<file path="src/rtl/irq_pkg.sv">
// Shared definitions for the irq_ctrl interrupt controller: register offsets,
// the register-select and bus-state enums, and the cause priority encoder.
package irq_pkg;

  localparam logic [2:0]  IRQ_OFS_PEND   = 3'h0;
  localparam logic [2:0]  IRQ_OFS_ENABLE = 3'h2;
  localparam logic [2:0]  IRQ_OFS_CAUSE  = 3'h4;
  localparam logic [2:0]  IRQ_OFS_MODE   = 3'h6;
  localparam logic [15:0] IRQ_CAUSE_NONE = 16'hFFFF;

  typedef enum logic [1:0] {RegPend, RegEnable, RegCause, RegMode} irq_reg_e;
  typedef enum logic {StIdle, StResp} irq_bus_e;

  // Index of the lowest set bit, or IRQ_CAUSE_NONE when the vector is empty.
  function automatic logic [15:0] irq_first_set(input logic [15:0] v);
    logic [15:0] idx;
    idx = IRQ_CAUSE_NONE;
    for (int i = 15; i >= 0; i--) begin
      if (v[i]) idx = 16'(i);
    end
    return idx;
  endfunction

endpackage

</file>
<file path="src/rtl/irq_sample.sv">
// Per-source sampling: optional two-flop synchronizer (IRQ_CTRL_SYNC_EN), the
// sample flop and its previous value, giving the sampled level and a rise pulse.
module irq_sample #(
  parameter int unsigned NUM_SRC = 8
) (
  input  logic               clk,
  input  logic               rst_n,
  input  logic [NUM_SRC-1:0] i_src,
  output logic [NUM_SRC-1:0] o_level,
  output logic [NUM_SRC-1:0] o_rise
);

  logic [NUM_SRC-1:0] w_in;
  logic [NUM_SRC-1:0] r_s;
  logic [NUM_SRC-1:0] r_s_prev;

`ifdef IRQ_CTRL_SYNC_EN
  logic [NUM_SRC-1:0] r_sync1;
  logic [NUM_SRC-1:0] r_sync2;

  always_ff @(posedge clk or negedge rst_n) begin
    if (!rst_n) begin
      r_sync1 <= '0;
      r_sync2 <= '0;
    end else begin
      r_sync1 <= i_src;
      r_sync2 <= r_sync1;
    end
  end

  assign w_in = r_sync2;
`else
  assign w_in = i_src;
`endif

  always_ff @(posedge clk or negedge rst_n) begin
    if (!rst_n) begin
      r_s      <= '0;
      r_s_prev <= '0;
    end else begin
      r_s      <= w_in;
      r_s_prev <= r_s;
    end
  end

  assign o_level = r_s;
  assign o_rise  = r_s & ~r_s_prev;

endmodule

</file>
<file path="src/rtl/irq_ctrl.sv">
// Interrupt controller: pending/enable/mode registers on a valid/ready slave
// bus and a registered trap output. Define IRQ_CTRL_SYNC_EN for async sources.
module irq_ctrl
  import irq_pkg::*;
#(
  parameter int unsigned NUM_SRC   = 8,
  parameter logic [15:0] BASE_ADDR = 16'hFF00
) (
  input  logic               clk,
  input  logic               rst_n,
  input  logic [NUM_SRC-1:0] irq_src,
  output logic               trap,
  input  logic               mem_valid,
  input  logic [15:0]        mem_addr,
  input  logic [15:0]        mem_wdata,
  input  logic [1:0]         mem_wstrb,
  output logic [15:0]        mem_rdata,
  output logic               mem_ready,
  output logic               mem_hit
);

  localparam logic [15:0] SrcMask = 16'((32'd1 << NUM_SRC) - 32'd1);

  irq_bus_e           r_state, w_state_d;
  irq_reg_e           w_sel;
  logic [15:0]        r_pend, r_enable, r_mode, r_rdata;
  logic [15:0]        w_pend_d, w_enable_d, w_mode_d, w_rdata;
  logic [15:0]        w_level, w_rise, w_bmask, w_wmerge, w_w1c, w_cause;
  logic [NUM_SRC-1:0] w_level_n, w_rise_n;
  logic               r_trap, w_accept, w_wr, w_unused;

  irq_sample #(
    .NUM_SRC(NUM_SRC)
  ) u_sample (
    .clk    (clk),
    .rst_n  (rst_n),
    .i_src  (irq_src),
    .o_level(w_level_n),
    .o_rise (w_rise_n)
  );

  assign w_level  = 16'(w_level_n);
  assign w_rise   = 16'(w_rise_n);
  assign w_unused = mem_addr[0];

  assign mem_hit  = mem_valid && (mem_addr[15:3] == BASE_ADDR[15:3]);
  assign w_accept = (r_state == StIdle) && mem_hit;
  assign w_wr     = w_accept && (mem_wstrb != 2'b00);
  assign w_bmask  = {{8{mem_wstrb[1]}}, {8{mem_wstrb[0]}}};
  assign w_cause  = irq_first_set(r_pend & r_enable);

  always_comb begin
    w_sel = RegPend;
    case ({mem_addr[2:1], 1'b0})
      IRQ_OFS_PEND:   w_sel = RegPend;
      IRQ_OFS_ENABLE: w_sel = RegEnable;
      IRQ_OFS_CAUSE:  w_sel = RegCause;
      IRQ_OFS_MODE:   w_sel = RegMode;
      default:        w_sel = RegPend;
    endcase
  end

  always_comb begin
    w_rdata = '0;
    unique case (w_sel)
      RegPend:   w_rdata = r_pend;
      RegEnable: w_rdata = r_enable;
      RegCause:  w_rdata = w_cause;
      RegMode:   w_rdata = r_mode;
      default:   w_rdata = '0;
    endcase
  end

  // W1C reaches edge-mode bits only; a rise in the same cycle still sets the bit.
  always_comb begin
    w_wmerge   = mem_wdata & w_bmask;
    w_w1c      = (w_wr && w_sel == RegPend) ? (w_wmerge & r_mode) : '0;
    w_pend_d   = ((r_mode & ((r_pend & ~w_w1c) | w_rise)) | (~r_mode & w_level)) & SrcMask;
    w_enable_d = r_enable;
    w_mode_d   = r_mode;
    if (w_wr && w_sel == RegEnable) w_enable_d = ((r_enable & ~w_bmask) | w_wmerge) & SrcMask;
    if (w_wr && w_sel == RegMode)   w_mode_d   = ((r_mode & ~w_bmask) | w_wmerge) & SrcMask;
  end

  always_ff @(posedge clk or negedge rst_n) begin
    if (!rst_n) begin
      r_pend   <= '0;
      r_enable <= '0;
      r_mode   <= '0;
      r_rdata  <= '0;
      r_trap   <= 1'b0;
    end else begin
      r_pend   <= w_pend_d;
      r_enable <= w_enable_d;
      r_mode   <= w_mode_d;
      r_trap   <= |(r_pend & r_enable);
      if (w_accept) r_rdata <= w_rdata;
    end
  end

  always_ff @(posedge clk or negedge rst_n) begin
    if (!rst_n) r_state <= StIdle;
    else        r_state <= w_state_d;
  end

  always_comb begin
    w_state_d = r_state;
    unique case (r_state)
      StIdle:  if (mem_hit) w_state_d = StResp;
      StResp:  w_state_d = StIdle;
      default: w_state_d = StIdle;
    endcase
  end

  always_comb begin
    mem_ready = (r_state == StResp);
    mem_rdata = r_rdata;
    trap      = r_trap;
  end

endmodule

</file>
<file path="config.mk">
export PLATFORM = sky130hd
export DESIGN_NAME = irq_ctrl
export DESIGN_NICKNAME = d
export VERILOG_FILES = /design/src/rtl/irq_pkg.sv /design/src/rtl/irq_sample.sv /design/src/rtl/irq_ctrl.sv
export SDC_FILE = /design/constraint.sdc
export NUM_CORES = 1
export LEC_CHECK = 0
export ABC_AREA = 1
export BUFFER_PORTS_ARGS = -buffer_cell sky130_fd_sc_hd__buf_2
export CAP_MARGIN = 40
export CORE_MARGIN = 2
export CORE_UTILIZATION = 45
export DETAILED_ROUTE_END_ITERATION = 10
export GPL_TIMING_DRIVEN = 0
export PLACE_DENSITY = 0.78
export SLEW_MARGIN = 20
export SYNTH_ARGS = -nofsm -noshare
export SYNTH_HDL_FRONTEND = slang
export SYNTH_SLANG_ARGS = --single-unit
export TNS_END_PERCENT = 30
</file>
<file path="constraint.sdc">
create_clock -name clk -period 3.5 [get_ports clk]
set_clock_uncertainty 0.1 [all_clocks]
set_input_delay 0.7 -clock clk [delete_from_list [all_inputs] [get_ports clk]]
set_output_delay 0.7 -clock clk [all_outputs]
set_load 0.05 [all_outputs]
</file>
==> results of run 1 <==
-- cells by family (layout without fill, tap and decap cells) --
| family | after synthesis | in the layout | share of synthesized area [%] |
|---|---|---|---|
| AO/OA/AOI/OAI | 39 | 39 | 8.400 |
| buffers and inverters | 64 | 126 | 11.43 |
| flip-flops | 51 | 51 | 50.70 |
| AND/OR/NAND/NOR | 164 | 164 | 29.47 |
-- where the power goes --
group / leakage (nW) / internal (mW) / switching (mW) / total, mW
clock: 0.0483 / 0.141 / 0.195 / 0.337
sequential: 0.545 / 0.598 / 0.00385 / 0.602
combinational: 0.984 / 0.0290 / 0.0465 / 0.0755
-- metal layers --
metal | vias to the layer above | GRT usage, %
met3 | 5 | 3.068
met2 | 47 | 30.68
met4 | 0 | 7.193
met1 | 958 | 23.43
met5 | - | 0
li1 | 1083 | -
-- worst reg2reg max path, delay by kind of cell, from the launching register on --
| family | cells | cell delay [ps] |
|---|---|---|
| simple gates | 5 | 600 |
| flops | 1 | 410 |
| compound gates | 2 | 260 |
-- cell type report --
class,count,area [sq um],area share [%]
buffer,12,92.59,3.107
clock buffer,5,68.82,2.309
clock inverter,3,18.77,0.6297
inverter,52,195.2,6.549
multi-input combinational,203,953.4,31.99
sequential,51,1276,42.82
tap,72,90.09,3.023
timing repair buffer,54,285.3,9.572
-- cells in the final DEF (no fill, tap or decap), types with 3 or more instances in the layout --
cell	synthesis	final
nor2_1	27	27
buf_4	8	8
buf_2	2	55
inv_1	49	49
dfrtp_1	51	51
nand3b_1	8	8
nor2_4	3	3
o21ai_0	10	10
a21oi_1	5	5
clkbuf_8	0	5
inv_2	3	3
o21ai_1	19	19
nand2_1	114	114
-- worst max-delay path by stage --
stage          cells after the start         from  endpoint
2_1_floorplan                      3  mem_addr[4]   mem_hit
3_3_place_gp                       5  mem_addr[4]   mem_hit
3_5_place_dp                       5  mem_addr[4]   mem_hit
4_1_cts                            5  mem_addr[4]   mem_hit
5_1_grt                            5  mem_addr[4]   mem_hit
6_report                           5  mem_addr[4]   mem_hit
-- stage by stage --
stage	instances	setup slack, ps	hold slack [ps]	power [mW]
2_1_floorplan	318	1075	254.0	0.6436
3_3_place_gp	443	1208	260.1	0.6858
3_5_place_dp	444	1188	266.3	0.6909
4_1_cts	452	1188	228.4	1.032
5_1_grt	452	1145	239.2	1.062
6_report	452	1194	217.2	1.014
==> summary.txt, run 1 <==
Outcome
  – Status: finished clean

Cells and area
  – Layout cells sized above 1: 23.68%
  – N_diodes: 0
  – Finished layout cell area: between 0.002 and 0.003 sq mm
  – Area Overhead vs Synth: 18.39%
  – Fillers: 510
  – Core Util, Final: 54.80%
  – Fin nets: 424

Logic synthesis
  – Post-synth EDFFs: 0
  – FF+latch count, synth: 51
  – Mapped Area: 0.002517 sq mm
  – Yosys top cell area share: 50.70%
  – Synth unique cells: 25
  – Most area-hungry cell type in the Yosys netlist: dfrtp_1
  – Most common cell in the netlist: nand2_1
  – Sequential fraction of the synthesis area: slightly above 50%
  – Post-Synthesis Cells: 318
  – Async SR Flop Fraction: 100.0%
  – Main synth FF type: dfrtp_1
  – Mapped Nets: roughly 360
  – Synth top area cells: dfrtp_1 51%, nand2_1 17%, inv_1 7.3%
  – Mean Syn Cell Area: a little under 8 sq um
  – Most common library cells after synthesis: 114 x nand2_1, 51 x dfrtp_1, 49 x inv_1
  – Synth warn: 0

STA
  – Worst rel slew slack: 61.23%
  – Hold Vio Cnt, Final: 0
  – Unrepaired setup endpoints after global routing: no
  – Setup Viol. Count Final: 0
  – Final Slew Violations: 0
  – Final period util: 65.90%
  – Least-Margin Pin Slew: approximately 580 ps
  – Fmax: 0.4336 GHz
  – Min Clock Period, post-route: 2306 ps
  – Sum of negative setup slack: 0 ps

Die
  – Die Wd: 78.80 um
  – Initial core utilization: ~46%
  – Die area: 0.006209 sq mm
  – Top Ports: 64
  – FP Rows: 27
  – Core outline area: 0.005439 sq mm
  – Die height: between 70 and 80 um

Drt
  – Drt drc: 0
  – Routed Antenna Nets: 0
  – Wire per inst: 11.56 um
  – Metal3 WL: 243 um
  – Via/cell ratio: 4.631
  – DR WL met2: approximately 2500 um
  – Vias: 2,093
  – Initial DRC count: roughly 130
  – First-pass DRT Iterations: 4
  – Highest metal used: met4
  – Met1 WL: 2402 um
  – Total Routed Length: ~5200 um

Clocking
  – CTS tree: yes
  – Root buffer cell: clkbuf_8
  – # H-tree levels: 2
  – Post-CTS Resized: 0
  – CTS Hold Bufs: 0
  – Post-CTS Setup Bufs: 0
  – TritonCTS Buffers: 5
  – Worst-skew pair later-pin latency: 310 ps
  – CTS Sinks: 51
  – Clock tree buffer depth: 2
  – CTS clk-pin slew, worst paths: 100 ps

Global routing
  – All-layer global routing usage: 18.20%
  – Pin count of the biggest net entering global routing: 34
  – Antenna violations before repair: 0
  – First-pass GRT wire length: 8818 um
  – Global route overflow: 0
  – Vias in the first global route: 1,926

Worst setup path
  – Worst reg-to-reg setup slack: about 2000 ps
  – CP required: 2700 ps
  – Buf+Inv Stages, Crit Path: 2
  – CP endpoint kind: output port
  – CP arrival: 1510 ps
  – R2r endpoint: mem_rdata[6]
  – Worst path cell trace: buf_2 -> nor2_1 -> nand3_1 -> nor2_1 -> buf_2
  – Crit-path slowest cell: buf_2
  – Critical path class: input port to output port
  – Largest delay share family, worst path: simple AND/OR/NAND/NOR gates
  – RR Startpoint: r_pend[1]
  – Worst setup SP type: input port
  – Cells on worst reg2reg path: 7
  – Delay of the slowest critical-path stage: between 200 and 300 ps
  – Crit path max fanout: 2

Placement
  – Detailed placement HPWL: between 4000 and 5000 um
  – Count of input and output buffers: 53
  – Gpl congestion: 0.8929
  – Post-DP Area: 0.002893 sq mm

Hold path
  – Tightest Hold Check Type: input port to asynchronous set/reset pin

Power and ir drop
  – P_leak: 1.577 nW
  – Power per cell area: approximately 340 mW/mm^2
  – Maximum vdd drop: approximately 200 uV

Job
  – Max cap viols: 0
No activity file was read; power rests on OpenSTA's default activity.
==> inputs of run 2 (changes only) <==
--- a/config.mk
+++ b/config.mk
@@ -12,7 +12,7 @@
 export CORE_UTILIZATION = 45
 export DETAILED_ROUTE_END_ITERATION = 10
 export GPL_TIMING_DRIVEN = 0
-export PLACE_DENSITY = 0.78
+export PLACE_DENSITY = 0.81
 export SLEW_MARGIN = 20
 export SYNTH_ARGS = -nofsm -noshare
 export SYNTH_HDL_FRONTEND = slang
==> constraint.sdc (replaced) <==
create_clock -name clk -period 1.95 [get_ports clk]
set_clock_uncertainty 0.1 [all_clocks]
set_input_delay 0.39 -clock clk [delete_from_list [all_inputs] [get_ports clk]]
set_output_delay 0.39 -clock clk [all_outputs]
set_load 0.05 [all_outputs]
==> run 2 against run 1 <==
Net effect: wire length grew 0.13%; sequential share of layout area shrank 0.60 points; sequential power grew 79%; critical path depth shrank 3; first-iteration DRC count shrank 9.0%; final cell count grew 0.22%; worst hold slack lost 150 ps; non-clock buffer count grew 1; via count shrank 1.6%.
==> summary.txt, run 2 (synthesized netlist as in run 1, its figures left out) <==
Drt
  – Drt drc: 0 (unchanged)
  – Via/cell ratio: 4.547 (-1.8%)
  – Metal3 WL: 324 um (+33%)
  – Vias: 2,060 (-1.6%)
  – Met1 WL: 2355 um (-2.0%)
  – Initial DRC count: 122 (-9.0%)
  – Wire per inst: 11.55 um (about the same)
  – Highest metal used: met4
  – Total Routed Length: 5231 um (+0.13%)
  – First-pass DRT Iterations: 4 (unchanged)
  – DR WL met2: 2450 um (-3.2%)
  – Routed Antenna Nets: 0 (unchanged)

Worst setup path
  – CP arrival: 1190 ps (-320 ps)
  – Crit-path slowest cell: dfrtp_1
  – Worst path cell trace: buf_4 -> buf_2
  – CP endpoint kind: output port
  – Delay of the slowest critical-path stage: 480 ps (+200 ps)
  – Worst setup SP type: flip-flop
  – Critical path class: flip-flop to output port
  – Buf+Inv Stages, Crit Path: 2 (unchanged)
  – CP required: 1460 ps (-1240 ps)
  – Crit path max fanout: 9 (+7)
  – Largest delay share family, worst path: flip-flops

Global routing
  – First-pass GRT wire length: 9045 um (+2.6%)
  – Antenna violations before repair: 0 (unchanged)
  – Global route overflow: 0 (unchanged)
  – All-layer global routing usage: 19.03% (+0.84 points)
  – Pin count of the biggest net entering global routing: 32 (-5.9%)
  – Vias in the first global route: 1,973 (+2.4%)

Job
  – Max cap viols: 0 (unchanged)

Cells and area
  – Layout cells sized above 1: 23.88% (+0.20 points)
  – Core Util, Final: 55.58% (+0.78 points)
  – Area occupied by multi-input gates: 955.9 sq um (+0.26%)
  – Area Overhead vs Synth: 20.08%
  – Most frequent cells in the layout: 114 x nand2_1, 55 x buf_2, 51 x dfrtp_1
  – Commonest non-fill, non-tap cell in the layout: nand2_1
  – Storage cell area: 0.001276 sq mm (unchanged)
  – Fin nets: 425 (+0.24%)
  – Fin cells: 453 (+0.22%)
  – N_diodes: 0 (unchanged)
  – Fillers: 507 (-0.59%)
  – Finished layout cell area: 0.003023 sq mm (+1.4%)

STA
  – Sum of negative setup slack: 0 ps (unchanged)
  – Final Slew Violations: 0 (unchanged)
  – Fmax: 0.5960 GHz
  – Worst rel slew slack: 59.04% (-2.2 points)
  – Least-Margin Pin Slew: 612.1 ps (+32.62 ps)
  – Unrepaired setup endpoints after global routing: no
  – Setup Viol. Count Final: 0 (unchanged)
  – Hold Vio Cnt, Final: 0 (unchanged)
  – Min Clock Period, post-route: 1678 ps
  – Final period util: 86.04%

Clocking
  – Post-CTS Resized: 0 (unchanged)
  – CTS Sinks: 51 (unchanged)
  – CTS clk-pin slew, worst paths: 90 ps (about the same)
  – Clock tree buffer depth: 2 (unchanged)
  – Worst-skew pair later-pin latency: 310 ps (about the same)
  – Post-CTS Setup Bufs: 0 (unchanged)
  – Root buffer cell: clkbuf_8
  – CTS Hold Bufs: 1 (+1)
  – TritonCTS Buffers: 5 (unchanged)
  – # H-tree levels: 2 (unchanged)
  – CTS tree: yes

Die
  – Die height: 78.80 um (unchanged)
  – Core outline area: 0.005439 sq mm (unchanged)
  – Top Ports: 64 (unchanged)
  – Initial core utilization: 46.28% (unchanged)
  – FP Rows: 27 (unchanged)
  – Die area: 0.006209 sq mm (unchanged)
  – Die Wd: 78.80 um (unchanged)

Placement
  – Post-DP Area: 0.002895 sq mm (about the same)
  – Count of input and output buffers: 53 (unchanged)
  – Detailed placement HPWL: 3943 um (-1.7%)
  – Placed Cells: 444 (unchanged)
  – Gpl congestion: 0.9103 (+1.9%)

Outcome
  – Status: finished clean

Power and ir drop
  – P_leak: 1.594 nW (+1.1%)
  – Power per cell area: 657.9 mW/mm^2 (+93%)
  – Pwr Total: 1.989 mW (+96%)
  – Maximum vdd drop: 495.0 uV (+150%)

Hold path
  – Tightest Hold Check Type: input port to flip-flop
-- run 2: changes by cell type in the layout (fill, tap and decap cells not counted), sizes merged --
cell / delta
bufinv: +1
clkbuf: +1
clkinv: -1
dlygate4sd3: +1
inv: -1
-- run 2: metrics by stage --
step	setup slack, ps	hold WS, ps
floorplan	113.6	-5.591
global placement	146.5	259.0
detailed placement	132.7	262.9
CTS	252.7	62.04
global route	182.5	53.00
finish	272.3	71.29
-- run 2: worst reg2reg max path, delay by kind of cell (launching register included) --
| family | cells | cell delay [ps] |
|---|---|---|
| AO/OA/AOI/OAI | 2 | 280 |
| AND/OR/NAND/NOR | 5 | 620 |
| flip-flops | 1 | 430 |
-- run 2: metal layers --
layer / global-route usage (%) / up-vias
li1: - / 1086
met3: 5.114 / 8
met1: 23.37 / 913
met4: 8.070 / 0
met2: 31.71 / 53
met5: 0 / -
-- run 2: layout make-up --
class                           count  share of cell area (%)
Buffer                             12                   3.063
Clock buffer                        6                   2.732
Clock inverter                      2                   1.159
Inverter                           52                   6.457
Multi-Input combinational cell    203                   31.62
Sequential cell                    51                   42.22
Tap cell                           72                   2.980
Timing Repair Buffer               55                   9.768
-- run 2: power by group --
group / internal, mW / switching (mW)
Sequential: 1.07 / 0.00696
Combinational: 0.0533 / 0.0842
Clock: 0.415 / 0.355
Total: 1.54 / 0.446
-- run 2: worst paths after layout --
path / from / endpoint / slack (ps) / depth (start not counted)
worst min register to register: u_sample.o_level[5] / u_sample.r_s_prev[5] / 280 / 0
max in group asynchronous: rst_n / mem_ready / 760 / 3
worst min-delay path: irq_src[2] / u_sample.o_level[2] / 70 / 1
min in group asynchronous: rst_n / asynchronous set/reset pin / 460 / 2
worst max register to register: r_pend[5] / mem_rdata[5] / 460 / 7
worst max-delay path: mem_rdata[14] / mem_rdata[12] / 270 / 2
